[config.mk]
export PLATFORM = sky130hd
export DESIGN_NAME = cbb_multi_edge_synchronizer_flat
export DESIGN_NICKNAME = d
export VERILOG_FILES = /design/src/rtl/cbb_sync_pkg.sv /design/src/rtl/cbb_multi_edge_synchronizer_if.sv /design/src/rtl/cbb_sync_chan.sv /design/src/rtl/cbb_multi_edge_synchronizer.sv /design/src/flat_wrapper.sv
export SDC_FILE = /design/constraint.sdc
export NUM_CORES = 1
export LEC_CHECK = 0
export CAP_MARGIN = 20
export CORE_MARGIN = 4
export CORE_UTILIZATION = 55
export DETAILED_ROUTE_END_ITERATION = 7
export GPL_TIMING_DRIVEN = 0
export PLACE_DENSITY_LB_ADDON = 0.2
export SYNTH_ARGS = -nofsm -noshare
export SYNTH_HDL_FRONTEND = slang
export SYNTH_SLANG_ARGS = --single-unit
[constraint.sdc]
create_clock -name i_clk -period 1.95 [get_ports i_clk]
set_input_delay 0.585 -clock i_clk [delete_from_list [all_inputs] [get_ports i_clk]]
set_output_delay 0.585 -clock i_clk [all_outputs]
set_load 0.02 [all_outputs]
[src/rtl/cbb_sync_pkg.sv]
// rtl/cbb_sync_pkg.sv - shared edge-mode encodings and counter-width helper
//
// Purpose : constants and helpers used by the multi-channel edge synchronizer.
// Contents: EDGE_* per-channel mode encodings, clog2() for counter widths.
package cbb_sync_pkg;

  // Per-channel detector mode, two bits per channel on i_edge_sel.
  localparam logic [1:0] EDGE_RISE  = 2'b00;
  localparam logic [1:0] EDGE_FALL  = 2'b01;
  localparam logic [1:0] EDGE_BOTH  = 2'b10;
  localparam logic [1:0] EDGE_LEVEL = 2'b11;

  // Ceiling log2, never less than 1 so a counter always has at least one bit.
  function automatic int clog2(input int value);
    int r;
    int v;
    r = 0;
    v = value - 1;
    while (v > 0) begin
      r = r + 1;
      v = v >> 1;
    end
    if (r < 1) begin
      r = 1;
    end
    return r;
  endfunction

endpackage

[src/rtl/cbb_multi_edge_synchronizer_if.sv]
// rtl/cbb_multi_edge_synchronizer_if.sv - event-line bundle between source and synchronizer
//
// Purpose : groups the per-channel event inputs, controls and results.
// Signals : i_async    - asynchronous event/level lines, one per channel
//           i_edge_sel - two mode bits per channel ([2c+1:2c])
//           i_en       - global event enable
//           i_ovf_clr  - clears all sticky overflow bits
//           o_level    - filtered, synchronized level per channel
//           o_pulse    - stretched event pulse (delayed level in level mode)
//           o_ovf      - sticky overflow per channel
// Modports: master drives the inputs and observes results; slave is the synchronizer.
interface cbb_multi_edge_synchronizer_if #(
  parameter int P_CH_NUM = 4
) ();

  logic [P_CH_NUM-1:0]   i_async;
  logic [2*P_CH_NUM-1:0] i_edge_sel;
  logic                  i_en;
  logic                  i_ovf_clr;
  logic [P_CH_NUM-1:0]   o_level;
  logic [P_CH_NUM-1:0]   o_pulse;
  logic [P_CH_NUM-1:0]   o_ovf;

  modport master (
    output i_async,
    output i_edge_sel,
    output i_en,
    output i_ovf_clr,
    input  o_level,
    input  o_pulse,
    input  o_ovf
  );

  modport slave (
    input  i_async,
    input  i_edge_sel,
    input  i_en,
    input  i_ovf_clr,
    output o_level,
    output o_pulse,
    output o_ovf
  );

endinterface

[src/rtl/cbb_sync_chan.sv]
// rtl/cbb_sync_chan.sv - one channel: synchronizer, glitch filter, edge detect, stretch, overflow
//
// Purpose : brings one asynchronous line into i_clk and turns accepted level
//           changes into a stretched, retriggerable pulse.
// Ports   : i_clk, i_rst (async, active high)
//           i_async    - raw asynchronous input
//           i_edge_sel - mode: rise / fall / both / level
//           i_en       - event enable (ignored in level mode)
//           i_ovf_clr  - clear sticky overflow (a same-cycle set wins)
//           o_level    - filtered level
//           o_pulse    - stretched event pulse, or level delayed one cycle
//           o_ovf      - sticky overflow
module cbb_sync_chan
  import cbb_sync_pkg::*;
#(
  parameter int P_SYNC_STAGE = 2,
  parameter int P_FILT_LEN   = 3,
  parameter int P_STRETCH    = 4
) (
  input  logic       i_clk,
  input  logic       i_rst,
  input  logic       i_async,
  input  logic [1:0] i_edge_sel,
  input  logic       i_en,
  input  logic       i_ovf_clr,
  output logic       o_level,
  output logic       o_pulse,
  output logic       o_ovf
);

  localparam int LP_CNT_W  = clog2(P_FILT_LEN + 1);
  localparam int LP_SCNT_W = clog2(P_STRETCH + 1);
  localparam logic [LP_CNT_W-1:0]  LP_CNT_LAST  = LP_CNT_W'(P_FILT_LEN - 1);
  localparam logic [LP_SCNT_W-1:0] LP_SCNT_LOAD = LP_SCNT_W'(P_STRETCH - 1);

  logic [P_SYNC_STAGE-1:0] r_sync;
  logic [LP_CNT_W-1:0]     r_cnt;
  logic                    r_level;
  logic                    r_level_d;
  logic [LP_SCNT_W-1:0]    r_scnt;
  logic                    r_pulse;
  logic                    r_ovf;

  logic w_sync;
  logic w_rise;
  logic w_fall;
  logic w_evt_sel;
  logic w_level_mode;
  logic w_evt;
  logic w_ovf_set;

  // Synchronizer shift chain; the last stage is the only one the filter sees.
  always_ff @(posedge i_clk or posedge i_rst) begin
    if (i_rst) begin
      r_sync <= '0;
    end else begin
      r_sync <= {r_sync[P_SYNC_STAGE-2:0], i_async};
    end
  end

  assign w_sync = r_sync[P_SYNC_STAGE-1];

  // Glitch filter: the synchronized value must disagree with o_level for
  // P_FILT_LEN consecutive samples before o_level follows it. Any agreeing
  // sample in between restarts the count.
  always_ff @(posedge i_clk or posedge i_rst) begin
    if (i_rst) begin
      r_cnt   <= '0;
      r_level <= 1'b0;
    end else if (w_sync == r_level) begin
      r_cnt <= '0;
    end else if (r_cnt == LP_CNT_LAST) begin
      r_level <= w_sync;
      r_cnt   <= '0;
    end else begin
      r_cnt <= r_cnt + 1'b1;
    end
  end

  // The delayed copy runs in every mode so a mode or enable change never
  // sees a stale level and fakes an edge.
  always_ff @(posedge i_clk or posedge i_rst) begin
    if (i_rst) begin
      r_level_d <= 1'b0;
    end else begin
      r_level_d <= r_level;
    end
  end

  assign w_rise = r_level & ~r_level_d;
  assign w_fall = ~r_level & r_level_d;

  always_comb begin
    w_evt_sel = 1'b0;
    case (i_edge_sel)
      EDGE_RISE: w_evt_sel = w_rise;
      EDGE_FALL: w_evt_sel = w_fall;
      EDGE_BOTH: w_evt_sel = w_rise | w_fall;
      default:   w_evt_sel = 1'b0;
    endcase
  end

  assign w_level_mode = (i_edge_sel == EDGE_LEVEL);
  assign w_evt        = w_evt_sel & i_en & ~w_level_mode;

  // An event counts as overflow only while the pulse still has cycles left;
  // an event landing in the final cycle simply chains a new pulse.
  assign w_ovf_set = w_evt & r_pulse & (r_scnt != '0);

  // Stretcher. Level mode parks the counter at zero so a switch back to an
  // edge mode drops the pulse on the next cycle unless an event arrives.
  always_ff @(posedge i_clk or posedge i_rst) begin
    if (i_rst) begin
      r_pulse <= 1'b0;
      r_scnt  <= '0;
    end else if (w_level_mode) begin
      r_pulse <= r_level;
      r_scnt  <= '0;
    end else if (w_evt) begin
      r_pulse <= 1'b1;
      r_scnt  <= LP_SCNT_LOAD;
    end else if (r_scnt != '0) begin
      r_pulse <= 1'b1;
      r_scnt  <= r_scnt - 1'b1;
    end else begin
      r_pulse <= 1'b0;
    end
  end

  // Sticky overflow; set has priority over a same-cycle clear.
  always_ff @(posedge i_clk or posedge i_rst) begin
    if (i_rst) begin
      r_ovf <= 1'b0;
    end else if (w_ovf_set) begin
      r_ovf <= 1'b1;
    end else if (i_ovf_clr) begin
      r_ovf <= 1'b0;
    end
  end

  assign o_level = r_level;
  assign o_pulse = r_pulse;
  assign o_ovf   = r_ovf;

endmodule

[src/rtl/cbb_multi_edge_synchronizer.sv]
// rtl/cbb_multi_edge_synchronizer.sv - P_CH_NUM independent synchronizer/edge/stretch channels
//
// Purpose : entry point for external or foreign-domain event lines into i_clk.
// Ports   : i_clk - single clock, all logic in this domain
//           i_rst - asynchronous active-high reset
//           bus   - slave side of cbb_multi_edge_synchronizer_if (inputs
//                   i_async/i_edge_sel/i_en/i_ovf_clr, outputs o_level/o_pulse/o_ovf)
module cbb_multi_edge_synchronizer
  import cbb_sync_pkg::*;
#(
  parameter int P_CH_NUM     = 4,
  parameter int P_SYNC_STAGE = 2,
  parameter int P_FILT_LEN   = 3,
  parameter int P_STRETCH    = 4
) (
  input  logic                           i_clk,
  input  logic                           i_rst,
  cbb_multi_edge_synchronizer_if.slave   bus
);

  logic [P_CH_NUM-1:0] w_level;
  logic [P_CH_NUM-1:0] w_pulse;
  logic [P_CH_NUM-1:0] w_ovf;

  for (genvar g = 0; g < P_CH_NUM; g++) begin : g_chan
    cbb_sync_chan #(
      .P_SYNC_STAGE (P_SYNC_STAGE),
      .P_FILT_LEN   (P_FILT_LEN),
      .P_STRETCH    (P_STRETCH)
    ) u_chan (
      .i_clk      (i_clk),
      .i_rst      (i_rst),
      .i_async    (bus.i_async[g]),
      .i_edge_sel (bus.i_edge_sel[2*g+1 : 2*g]),
      .i_en       (bus.i_en),
      .i_ovf_clr  (bus.i_ovf_clr),
      .o_level    (w_level[g]),
      .o_pulse    (w_pulse[g]),
      .o_ovf      (w_ovf[g])
    );
  end

  assign bus.o_level = w_level;
  assign bus.o_pulse = w_pulse;
  assign bus.o_ovf   = w_ovf;

endmodule

[src/flat_wrapper.sv]
// flat-port wrapper written by rule: the top's interface ports become plain ports
module cbb_multi_edge_synchronizer_flat import cbb_sync_pkg::*;
#(
  parameter int P_CH_NUM     = 4,
  parameter int P_SYNC_STAGE = 2,
  parameter int P_FILT_LEN   = 3,
  parameter int P_STRETCH    = 4
)
  (i_clk, i_rst, bus_i_async, bus_i_edge_sel, bus_i_en, bus_i_ovf_clr, bus_o_level, bus_o_pulse, bus_o_ovf);
  cbb_multi_edge_synchronizer_if #(.P_CH_NUM(P_CH_NUM)) bus_i ();
  input  logic i_clk;
  input  logic i_rst;
  input wire logic [$bits(bus_i.i_async)-1:0] bus_i_async;
  input wire logic [$bits(bus_i.i_edge_sel)-1:0] bus_i_edge_sel;
  input wire logic [$bits(bus_i.i_en)-1:0] bus_i_en;
  input wire logic [$bits(bus_i.i_ovf_clr)-1:0] bus_i_ovf_clr;
  output wire logic [$bits(bus_i.o_level)-1:0] bus_o_level;
  output wire logic [$bits(bus_i.o_pulse)-1:0] bus_o_pulse;
  output wire logic [$bits(bus_i.o_ovf)-1:0] bus_o_ovf;
  assign bus_i.i_async = bus_i_async;
  assign bus_i.i_edge_sel = bus_i_edge_sel;
  assign bus_i.i_en = bus_i_en;
  assign bus_i.i_ovf_clr = bus_i_ovf_clr;
  assign bus_o_level = bus_i.o_level;
  assign bus_o_pulse = bus_i.o_pulse;
  assign bus_o_ovf = bus_i.o_ovf;
  cbb_multi_edge_synchronizer #(.P_CH_NUM(P_CH_NUM), .P_SYNC_STAGE(P_SYNC_STAGE), .P_FILT_LEN(P_FILT_LEN), .P_STRETCH(P_STRETCH)) u_core (.i_clk(i_clk), .i_rst(i_rst), .bus(bus_i));
endmodule
==> results_dict.tcl <==
set metrics [dict create \
    r2r_end "u_core.g_chan[1].u_chan.r_scnt[1]" \
    cts_hold_buffers 0 \
    die_width_um 71.28 \
    avgSynthCellArea_um2 10.39 \
    cts_tree "done" \
    dp_hpwl_um 2625 \
    yosysMostFrequentCell "dfrtp_1" \
    die_y_um 71.28 \
    register_area_mm2 0.001105 \
    crit_path_end_kind "primary output" \
    nets 279 \
    antenna_found_initial 0 \
    setup_viol 0 \
    dpl-instance-area_mm2 0.002532 \
    num_rows 22 \
    crit_path_end "bus_o_level[0]" \
    cts-root-buf "clkbuf_8" \
    gp_congestion 0.7982 \
    rr_worst_depth 7 \
    insertion_delay_ns 0.29 \
    yosysSeqAreaShare 0.5000 \
    peakVddDrop_mv 0.7250 \
    worstPathRequired_ns 1.36 \
    whs_ns 0.3547 \
    drc_errors 0 \
    cp-start-kind "register" \
    synth_cell_type_count 35 \
    p_leak_uw 0.001348 \
    synth_fp_nets 244 \
    fin_area_mm2 0.002650 \
    synth-async-reset-ratio 1.000 \
    yosysWarningCount 0 \
    drt_iter0_markers 54 \
    crit_cells 2 \
    setup_ws_ns 0.1726 \
    nFillCells 291 \
    worstPathArrival_ns 1.19 \
    first_pass_iters 4 \
    rr_startpoint "u_core.g_chan[1].u_chan.r_scnt[0]" \
    slew_headroom 0.4350 \
    initial_utilization 0.5839 \
    instances_no_fill 296 \
    yosys-top-cells-area "dfrtp_1, ha_1, inv_1, buf_4, o21ai_0" \
    synth_edf_count 0 \
    core_mm2 0.003771 \
    grt_pass1_wl_um 6458 \
    synthToLayoutAreaGrowth_pct 20.34 \
    avgRoutedWirePerCell_um 11.96 \
    rsz0062_at_grt "false" \
    synth_top_area_share 0.5000 \
    cp_cell_sequence "buf_4 -> dlygate4sd2_1" \
    crit_path_max_incr_delay_ns 0.45 \
    hold_viol 0 \
    min_period_ns 1.777 \
    num_vias 1493 \
    crit_fanout 6 \
    synth_cells 212 \
    routed_via_density 5.044 \
    cp_slowest_cell "dfrtp_2" \
    synth_area_mm2 0.002202 \
    path_buf_inv 2 \
    post-place-cells 287 \
    yosysTopAreaCell "dfrtp_1" \
    io_buffers 27 \
    setup.worst_path.start "u_core.g_chan[0].u_chan.o_level" \
    synth-main-ff-cell "dfrtp_1" \
    hold_path_class "reg -> reg" \
    num_antenna_cells 0 \
    wirelength_um 3541 \
    postRouteAntennaNets 0 \
    clkSinkCount 44 \
    drv_slew 0 \
    drive_gt1_frac 0.1694 \
    post-route-period-util 0.9115 \
    status "completed" \
    pre_cts_slack_ns -0.09194 \
    max_freq_mhz 562.6 \
    critPathTopFamily "flip-flops" \
    grt_use_total 0.1588 \
    dieArea_mm2 0.005080 \
    grt_pass1_vias 1567 \
    htreeDepth 2 \
    clk_pin_slew_ns 0.07 \
    synth-seq-cells 44 \
    grt_max_degree 45 \
    maxCapViolCount 0 \
    cts_inserted_buffers 5 \
    tightest_slew_ns 0.8462 \
    synth_commonest_cells "dfrtp_1, inv_1, ha_1, o21ai_0, a21oi_1" \
    clock-skew-final_ns 0.005492 \
    clockBufferDepth 2 \
    power_density_mw_per_mm2 1472 \
    path_class "reg -> out" \
    multi_input_area_um2 862.1 \
    post-route-util 0.7027 \
    rrSetupSlack_ns 0.32 \
    grt_overflow 0 \
    boundaryPins 28 \
]
## layout make-up
type | count | share of cell area
flip-flops and latches | 44 | 0.4169
multi-input cells | 117 | 0.3253
repair buffers | 28 | 0.1100
inverters | 36 | 0.05099
plain buffers | 15 | 0.03919
clock buffers | 6 | 0.03116
well taps | 48 | 0.02266
clock inverters | 2 | 0.003777
## report_power, final
group          switching [µW]  leakage [µW]  internal [µW]
clock network             287     0.0000510            282
registers                 227      0.000537           1260
logic                     920      0.000759            928
total                    1430       0.00135           2470
## cell families (layout without fill, tap and decap cells)
logic type | after synthesis | after routing | synth area share
compound gates | 52 | 52 | 0.1636
buf+inv | 51 | 87 | 0.1085
flops | 44 | 44 | 0.5000
simple gates | 37 | 37 | 0.08352
fa+ha+maj | 16 | 16 | 0.09091
xor+xnor | 8 | 8 | 0.03182
mux | 4 | 4 | 0.02159
## cells in the final DEF (no fill, tap or decap), drive strengths merged, types with 2 or more instances in the layout
master         instances
dfrtp                 44
inv                   36
buf                   17
ha                    16
o21ai                 15
clkdlybuf4s50         15
a21oi                 14
nand2                  8
nor3                   8
dlymetal6s2s           8
nor2                   7
xnor2                  6
clkbuf                 6
and2                   4
nor2b                  4
a31o                   4
a21o                   3
dlygate4sd2            3
mux2                   3
a22oi                  3
o211ai                 2
and3                   2
o21a                   2
o32ai                  2
nor3b                  2
xor2                   2
nand3                  2
o22ai                  2
clkinv                 2
o31ai                  2
o22a                   2
## how the worst min path moves through the flow
stage                                            from                                 to  depth (start not counted)
floorplan           u_core.g_chan[0].u_chan.r_sync[0]  u_core.g_chan[0].u_chan.r_sync[1]                          0
global placement    u_core.g_chan[2].u_chan.r_sync[0]  u_core.g_chan[2].u_chan.r_sync[1]                          0
detailed placement  u_core.g_chan[3].u_chan.r_sync[0]  u_core.g_chan[3].u_chan.r_sync[1]                          0
CTS                 u_core.g_chan[3].u_chan.r_sync[0]  u_core.g_chan[3].u_chan.r_sync[1]                          0
global route        u_core.g_chan[0].u_chan.r_sync[0]  u_core.g_chan[0].u_chan.r_sync[1]                          0
finish              u_core.g_chan[3].u_chan.r_sync[0]  u_core.g_chan[3].u_chan.r_sync[1]                          0
## registers in the layout, indices dropped and copies added, names as in the netlist
register / flops
u_core.g_chan.u_chan.r_cnt: 8
u_core.g_chan.u_chan.o_ovf: 4
u_core.g_chan.u_chan.o_pulse: 4
u_core.g_chan.u_chan.r_level_d: 4
u_core.g_chan.u_chan.o_level: 4
u_core.g_chan.u_chan.r_scnt: 12
u_core.g_chan.u_chan.r_sync: 8
## metrics by stage
stage	TNS [ns]	total power [µW]
3_3_place_gp	-22.65	3298
4_1_cts	0	3967
3_5_place_dp	-0.3271	3381
2_1_floorplan	0	2852
5_1_grt	0	4296
6_report	0	3901
## metal layers
layer,share of wire,GRT usage,up-vias
met5,0,0,-
met4,0.026,0.07933,0
met3,0.056,0.04488,9
met2,0.46,0.2500,31
met1,0.46,0.2009,682
li1,-,-,771
## what timing repair did
| item | CTS | global route |
|---|---|---|
| gates resized for setup | 7 | 8 |
| gates cloned | 0 | 0 |
| buffers inserted | 1 | 0 |
| endpoints found under the setup margin | 5 | 8 |
| pin swaps | 0 | 0 |
Note: power is estimated with default switching activity, not from simulation.
